[config.mk]
export PLATFORM = sky130hd
export DESIGN_NAME = seven_seg_scanner_flat
export DESIGN_NICKNAME = d
export VERILOG_FILES = /design/src/rtl/seven_seg_scanner_pkg.sv /design/src/rtl/seven_seg_scanner_if.sv /design/src/rtl/seven_seg_scanner_glyph.sv /design/src/rtl/seven_seg_scanner.sv /design/src/flat_wrapper.sv
export SDC_FILE = /design/constraint.sdc
export NUM_CORES = 1
export LEC_CHECK = 0
export BUFFER_PORTS_ARGS = -buffer_cell sky130_fd_sc_hd__buf_2
export CAP_MARGIN = 20
export CORE_MARGIN = 2
export CORE_UTILIZATION = 51
export CTS_CLUSTER_SIZE = 16
export DETAILED_ROUTE_END_ITERATION = 10
export PLACE_DENSITY = 0.72
export REMOVE_ABC_BUFFERS = 1
export SYNTH_ARGS = -nofsm -noshare
export SYNTH_HDL_FRONTEND = slang
export SYNTH_HIERARCHICAL = 1
export SYNTH_SLANG_ARGS = --single-unit
[constraint.sdc]
create_clock -name clk -period 2 [get_ports clk]
set_clock_uncertainty 0.05 [all_clocks]
set_input_delay 0.2 -clock clk [delete_from_list [all_inputs] [get_ports clk]]
set_output_delay 0.2 -clock clk [all_outputs]
set_load 0.01 [all_outputs]
[src/rtl/seven_seg_scanner_pkg.sv]
// Shared definitions for the seven-segment scanner: nibble width, the glyph
// type and the active-low segment patterns (bit0=a .. bit6=g, 0 = segment lit).
// Ports: none (package).
package seg_pkg;

  localparam int DIGIT_W = 4;

  typedef logic [6:0] seg_t;

  // All segments dark.
  localparam seg_t SEG_BLANK = 7'h7F;

  // Decimal glyphs.
  localparam seg_t SEG_0 = 7'h40;
  localparam seg_t SEG_1 = 7'h79;
  localparam seg_t SEG_2 = 7'h24;
  localparam seg_t SEG_3 = 7'h30;
  localparam seg_t SEG_4 = 7'h19;
  localparam seg_t SEG_5 = 7'h12;
  localparam seg_t SEG_6 = 7'h02;
  localparam seg_t SEG_7 = 7'h78;
  localparam seg_t SEG_8 = 7'h00;
  localparam seg_t SEG_9 = 7'h10;

  // Hex glyphs; b and d are lower case so they stay distinct from 8 and 0.
  localparam seg_t SEG_A = 7'h08;
  localparam seg_t SEG_B = 7'h03;
  localparam seg_t SEG_C = 7'h46;
  localparam seg_t SEG_D = 7'h21;
  localparam seg_t SEG_E = 7'h06;
  localparam seg_t SEG_F = 7'h0E;

endpackage

[src/rtl/seven_seg_scanner_if.sv]
// Display-side bundle for the scanner: load strobe with value/decimal points,
// blank control in one direction, segment/anode pins and frame pulse back.
// Ports: master = datapath/board side, slave = scanner.
interface seven_seg_scanner_if #(
  parameter int NUM_DIGITS = 4
);

  logic                      load;
  logic [4*NUM_DIGITS-1:0]   value;
  logic [NUM_DIGITS-1:0]     dp_in;
  logic                      blank;
  logic [6:0]                segments;
  logic                      dp_n;
  logic [NUM_DIGITS-1:0]     anode_n;
  logic                      frame_done;

  modport master (
    output load, value, dp_in, blank,
    input  segments, dp_n, anode_n, frame_done
  );

  modport slave (
    input  load, value, dp_in, blank,
    output segments, dp_n, anode_n, frame_done
  );

endinterface

[src/rtl/seven_seg_scanner_glyph.sv]
// Combinational nibble to active-low seven-segment glyph.
// Ports: nibble (4b digit), hex_en (show A..F, else 10..15 go dark), glyph (7b, bit0=a).
module seg_glyph_encoder
  import seg_pkg::*;
(
  input  logic [DIGIT_W-1:0] nibble,
  input  logic               hex_en,
  output seg_t               glyph
);

  always_comb begin
    glyph = SEG_BLANK;
    unique case (nibble)
      4'h0: glyph = SEG_0;
      4'h1: glyph = SEG_1;
      4'h2: glyph = SEG_2;
      4'h3: glyph = SEG_3;
      4'h4: glyph = SEG_4;
      4'h5: glyph = SEG_5;
      4'h6: glyph = SEG_6;
      4'h7: glyph = SEG_7;
      4'h8: glyph = SEG_8;
      4'h9: glyph = SEG_9;
      4'hA: glyph = hex_en ? SEG_A : SEG_BLANK;
      4'hB: glyph = hex_en ? SEG_B : SEG_BLANK;
      4'hC: glyph = hex_en ? SEG_C : SEG_BLANK;
      4'hD: glyph = hex_en ? SEG_D : SEG_BLANK;
      4'hE: glyph = hex_en ? SEG_E : SEG_BLANK;
      4'hF: glyph = hex_en ? SEG_F : SEG_BLANK;
      default: glyph = SEG_BLANK;
    endcase
  end

endmodule

[src/rtl/seven_seg_scanner.sv]
// Time-multiplexed common-anode 7-segment driver: one digit per refresh slot,
// double-buffered value (pending -> active at frame wrap), leading-zero blanking.
// Ports: clk, rst (sync, active-high), bus (slave: load/value/dp_in/blank in; segments/dp_n/anode_n/frame_done out).
module seven_seg_scanner
  import seg_pkg::*;
#(
  parameter int NUM_DIGITS  = 4,
  parameter int REFRESH_DIV = 50000,
  parameter int GUARD       = 2,
  parameter int HEX_MODE    = 0,
  parameter int LZ_SUPPRESS = 1
) (
  input  logic                clk,
  input  logic                rst,
  seven_seg_scanner_if.slave  bus
);

  localparam int DIV_W = (REFRESH_DIV > 1) ? $clog2(REFRESH_DIV) : 1;
  localparam int IDX_W = (NUM_DIGITS  > 1) ? $clog2(NUM_DIGITS)  : 1;
  localparam int VAL_W = DIGIT_W * NUM_DIGITS;

  localparam logic [DIV_W-1:0] DIV_LAST = DIV_W'(REFRESH_DIV - 1);
  localparam logic [IDX_W-1:0] IDX_LAST = IDX_W'(NUM_DIGITS - 1);

  // Scan state.
  logic [DIV_W-1:0]      div_cnt;
  logic [IDX_W-1:0]      idx;

  // Double buffer: loads land in pending, the scan only ever reads active.
  logic [VAL_W-1:0]      act_val;
  logic [NUM_DIGITS-1:0] act_dp;
  logic [VAL_W-1:0]      pend_val;
  logic [NUM_DIGITS-1:0] pend_dp;
  logic                  pend_v;

  // Registered pin drivers.
  seg_t                  seg_q;
  logic                  dp_n_q;
  logic [NUM_DIGITS-1:0] anode_q;
  logic                  frame_done_q;

  logic                  slot_end;
  logic                  wrap;
  logic                  in_guard;
  logic [DIGIT_W-1:0]    cur_nib;
  logic                  cur_dp;
  logic                  cur_sup;
  logic                  dark;
  seg_t                  cur_glyph;
  logic [NUM_DIGITS-1:0] sup_mask;
  logic                  zero_run;
  logic [NUM_DIGITS-1:0] idx_onehot;

  assign slot_end = (div_cnt == DIV_LAST);
  assign wrap     = slot_end && (idx == IDX_LAST);
  assign in_guard = (int'(div_cnt) < GUARD);

  assign cur_nib  = act_val[int'(idx)*DIGIT_W +: DIGIT_W];
  assign cur_dp   = act_dp[idx];
  assign cur_sup  = sup_mask[idx];

  // A suppressed digit shows nothing at all, blank kills the whole display.
  assign dark     = bus.blank || cur_sup;

  // Walk from the most significant digit down: a digit stays suppressed only
  // while every nibble at or above it is zero and none of them carries a dp.
  // Digit 0 always shows, so a zero value still reads "0".
  always_comb begin
    sup_mask = '0;
    zero_run = 1'b1;
    for (int k = NUM_DIGITS - 1; k >= 0; k--) begin
      zero_run = zero_run && (act_val[k*DIGIT_W +: DIGIT_W] == '0) && !act_dp[k];
      if ((LZ_SUPPRESS != 0) && (k > 0)) begin
        sup_mask[k] = zero_run;
      end
    end
  end

  always_comb begin
    idx_onehot      = '0;
    idx_onehot[idx] = 1'b1;
  end

  seg_glyph_encoder u_glyph (
    .nibble (cur_nib),
    .hex_en (HEX_MODE != 0),
    .glyph  (cur_glyph)
  );

  always_ff @(posedge clk) begin
    if (rst) begin
      div_cnt      <= '0;
      idx          <= '0;
      act_val      <= '0;
      act_dp       <= '0;
      pend_val     <= '0;
      pend_dp      <= '0;
      pend_v       <= 1'b0;
      seg_q        <= SEG_BLANK;
      dp_n_q       <= 1'b1;
      anode_q      <= '1;
      frame_done_q <= 1'b0;
    end else begin
      // Refresh divider and digit index.
      if (slot_end) begin
        div_cnt <= '0;
        idx     <= (idx == IDX_LAST) ? '0 : idx + 1'b1;
      end else begin
        div_cnt <= div_cnt + 1'b1;
      end

      frame_done_q <= wrap;

      // Buffer update. The frame boundary is the only place active changes,
      // so a frame never mixes old and new digits. A load on the boundary
      // itself bypasses pending and supersedes anything parked there.
      if (wrap) begin
        if (bus.load) begin
          act_val <= bus.value;
          act_dp  <= bus.dp_in;
        end else if (pend_v) begin
          act_val <= pend_val;
          act_dp  <= pend_dp;
        end
        pend_v <= 1'b0;
      end else if (bus.load) begin
        pend_val <= bus.value;
        pend_dp  <= bus.dp_in;
        pend_v   <= 1'b1;
      end

      // Pins. Segments keep showing the glyph during the guard window; the
      // anodes being off is what prevents ghosting from the previous digit.
      anode_q <= (in_guard || dark) ? '1 : ~idx_onehot;
      seg_q   <= dark ? SEG_BLANK : cur_glyph;
      dp_n_q  <= dark ? 1'b1 : ~cur_dp;
    end
  end

  assign bus.segments   = seg_q;
  assign bus.dp_n       = dp_n_q;
  assign bus.anode_n    = anode_q;
  assign bus.frame_done = frame_done_q;

endmodule

[src/flat_wrapper.sv]
// flat-port wrapper written by rule: the top's interface ports become plain ports
module seven_seg_scanner_flat import seg_pkg::*;
#(
  parameter int NUM_DIGITS  = 4,
  parameter int REFRESH_DIV = 50000,
  parameter int GUARD       = 2,
  parameter int HEX_MODE    = 0,
  parameter int LZ_SUPPRESS = 1
)
  (clk, rst, bus_load, bus_value, bus_dp_in, bus_blank, bus_segments, bus_dp_n, bus_anode_n, bus_frame_done);
  seven_seg_scanner_if #(.NUM_DIGITS(NUM_DIGITS)) bus_i ();
  input  logic clk;
  input  logic rst;
  input wire logic [$bits(bus_i.load)-1:0] bus_load;
  input wire logic [$bits(bus_i.value)-1:0] bus_value;
  input wire logic [$bits(bus_i.dp_in)-1:0] bus_dp_in;
  input wire logic [$bits(bus_i.blank)-1:0] bus_blank;
  output wire logic [$bits(bus_i.segments)-1:0] bus_segments;
  output wire logic [$bits(bus_i.dp_n)-1:0] bus_dp_n;
  output wire logic [$bits(bus_i.anode_n)-1:0] bus_anode_n;
  output wire logic [$bits(bus_i.frame_done)-1:0] bus_frame_done;
  assign bus_i.load = bus_load;
  assign bus_i.value = bus_value;
  assign bus_i.dp_in = bus_dp_in;
  assign bus_i.blank = bus_blank;
  assign bus_segments = bus_i.segments;
  assign bus_dp_n = bus_i.dp_n;
  assign bus_anode_n = bus_i.anode_n;
  assign bus_frame_done = bus_i.frame_done;
  seven_seg_scanner #(.NUM_DIGITS(NUM_DIGITS), .REFRESH_DIV(REFRESH_DIV), .GUARD(GUARD), .HEX_MODE(HEX_MODE), .LZ_SUPPRESS(LZ_SUPPRESS)) u_core (.clk(clk), .rst(rst), .bus(bus_i));
endmodule
==> metrics <==
nets@finish 426; Comb power frac 8.2%; number of distinct library cells after synthesis 48; Post-Layout Cell Count 479; R2R Path Start u_core/div_cnt[13]; clock buffer depth 2; Clock transition at path regs 0.07 ns; Post-synth EDFFs 0; Top FF cell, synth dfxtp_1; root buf cell clkbuf_8; Post-Syn Area per Cell 9.94 um^2; DRT Wirelength 6840 um; unrepaired setup endpoints after global routing true; Max Cap Viol 0; CTS buffer count 9; Final Hold Fails 0; Starting Density 52.6%; Reg2Reg Capture Point u_core/pend_val[12]; DR vias 2547; Residual DRC 0; Yosys reg bits 72; chip width 84.9 um; Cell Rows 29; I/O pin count 37; number of global-route vias before repair 2330; sequential power share 53.5%; hold depth 3; CTS tree done; port bufs 36; pre-CTS setup slack 0.00718 ns; Total GRT Usage 18.9%; Cells after Synth 336; delay-heaviest family, CP simple AND/OR/NAND/NOR gates; CP endpoint u_core/pend_val[12]; critical path arrival 2.17 ns; Crit path depth 8; Bufs and invs on worst path 3; CP max stage delay 0.34 ns; pin count of the biggest net entering global routing 21; CP max-delay cell dfxtp_2; Post-Syn Area 3340 um^2; worst-path fanout max 5; commonest cells after routing, fill and taps aside dfxtp_1, nor2_1, mux2i_1; DRT Pass-1 Iters 4; n_diodes 0; Finished Cell Area 4080 um^2; chip height 84.9 um; initial antenna violation count 0; area delta synth->final 22.2%; crit path launch type register; Detailed Route Iter0 Violations 83; final RePlAce weighted congestion 0.848; setup_tns 0 ns; Core Area 6350 um^2; status finished clean; sw frac 23.0%; r2r setup slk 0.02 ns; Seq/Total Area, Yosys 43.2%; cell-internal power 2.14 mW; Tmin final 1.98 ns; Clk pwr share 38.3%; hold slack 0.0413 ns; Static Leak 1.66 nW; Final WS setup 0.0165 ns; first-pass GRT wire length 10700 um; worst path cell trace nor4_4 > nand4b_1 > buf_4 > o31ai_4 > buf_6 > clkbuf_16 > mux2i_1 > nor2_1; placed cells 454; WL/cell 14.3 um; Vias/cell 5.32; HP Class input port to register; CP Capture Type register; Switching Power 639 uW; DP Area 3710 um^2; fmax 504 MHz; Detailed Place HPWL 4320 um; GRT Residual Overflow 0; post-route ant nets 0; PD cells 682 nW/um^2; H-tree depth 3; fin crit share 99.2%; CP required 2.19 ns; CP startpoint u_core/div_cnt[13]; reg2reg path depth 8; Clk Latency, worst-skew pair 0.35 ns; Yosys Warn Count 6; commonest non-fill, non-tap cell in the layout dfxtp_1; Worst VDD drop 437 uV; Setup-failing EPs final 0; die area 7210 um^2; Slew Viols, Final 0; Worst Path Class, Setup register to register; layout cells sized above 1 28.6%; Async SR Flop Fraction 0%; clk sinks 72
==> repair_timing <==
| item | 4_1_cts | 5_1_grt |
|---|---|---|
| buffers inserted | 0 | 3 |
| pin swaps | 0 | 6 |
| hold buffers | 1 | 0 |
| endpoints found under the setup margin | 2 | 40 |
| cloned | 0 | 5 |
| gates resized for setup | 1 | 8 |
| hold endpoints to repair | 1 | 0 |
==> flip-flops by register name, summed over array words and instances, names as in the netlist <==
register and cells:
u_core/pend_dp 4, u_core/pend_val 16, u_core/idx 2, u_core/pend_v 1, u_core/bus.anode_n 4, u_core/div_cnt 16, u_core/bus.frame_done 1, u_core/act_dp 4
u_core/bus.segments 7, u_core/bus.dp_n 1, u_core/act_val 16
==> metrics by stage <==
| step | utilization, % | power [mW] |
|---|---|---|
| after global routing | 64.3 | 2.91 |
| after global placement | 58.5 | 1.72 |
| after detailed placement | 58.5 | 1.73 |
| after floorplan | - | 1.63 |
| final | 64.3 | 2.78 |
| after CTS | 61.6 | 2.79 |
==> synth_stat cells, types with 2 or more instances <==
cell,n,share of area [%]
o21ai_0,2,0.30
a21oi_1,10,1.5
nor3_1,2,0.30
o22ai_1,2,0.37
mux2i_1,41,12
buf_4,4,0.90
nand2_1,10,1.1
xor2_1,8,2.1
ha_1,5,1.9
nor4_1,4,0.75
xnor2_1,6,1.6
nand3b_1,5,1.1
and3_1,4,0.75
nor3_2,2,0.60
a211oi_2,2,0.75
or2_1,2,0.37
dfxtp_1,72,43
o21ai_1,2,0.30
mux2_2,20,6.7
clkbuf_1,9,1.0
nand4_1,2,0.37
and4_1,5,1.3
nand2b_1,9,1.7
buf_2,2,0.30
inv_1,8,0.90
nor2_1,64,7.2
buf_6,4,1.3
mux4_2,5,3.4
or4_1,2,0.45
nand3_1,5,0.75
==> cell families (layout without fill, tap and decap cells) <==
logic type | count (synthesis) | in the layout | synth area share [%]
adders and majority gates | 6 | 6 | 2.21
AOI/OAI and AO/OA | 25 | 25 | 4.99
buffers and inverters | 28 | 88 | 4.57
DFF | 72 | 72 | 43.2
other | 1 | 7 | 0.112
muxes | 66 | 66 | 22.4
and+or+nand+nor | 124 | 124 | 18.9
xor gates and xnor gates | 14 | 14 | 3.67
==> power groups by stage <==
stage / Combinational [mW] / Sequential [mW] / Clock (mW)
floorplan: 0.112 / 1.52 / 0
global placement: 0.201 / 1.52 / 0
detailed placement: 0.204 / 1.52 / 0
CTS: 0.207 / 1.49 / 1.09
global route: 0.253 / 1.49 / 1.16
finish: 0.228 / 1.49 / 1.07
==> worst register-to-register path, cell delays in order (launching register included) <==
cell       delay (ns)
dfxtp_2          0.34
nor4_4           0.27
nand4b_1         0.24
buf_4            0.21
o31ai_4          0.22
buf_6            0.16
clkbuf_16        0.14
mux2i_1          0.18
nor2_1           0.05
==> how the worst min path moves through the flow <==
| stage | start | end | slack, ns |
|---|---|---|---|
| CTS | bus_dp_in[0] | u_core/pend_dp[0] | 0.03 |
| floorplan | rst | u_core/idx[0] | 0.22 |
| global route | bus_value[1] | u_core/pend_val[1] | 0.05 |
| detailed placement | bus_blank | u_core/bus.dp_n | 0.37 |
| finish | bus_dp_in[0] | u_core/pend_dp[0] | 0.04 |
| global placement | bus_blank | u_core/bus.dp_n | 0.36 |
==> layer usage <==
metal  vias up  global-route usage (%)  wire length (um)
li1       1281                       -                 -
met1      1207                    24.1              3210
met2        48                    29.6              3230
met3        11                    6.71               264
met4         0                    6.93               141
met5         -                       0                 0
==> cell type report <==
class | count | area (um^2)
flip-flops and latches | 72 | 1450
multi-input cells | 242 | 1800
well taps | 77 | 96.3
clock inverters | 2 | 12.5
fillers | 497 | 2270
repair buffers | 64 | 519
inverters | 8 | 30.0
clock buffers | 14 | 173
No activity file was read; power rests on OpenSTA's default activity.
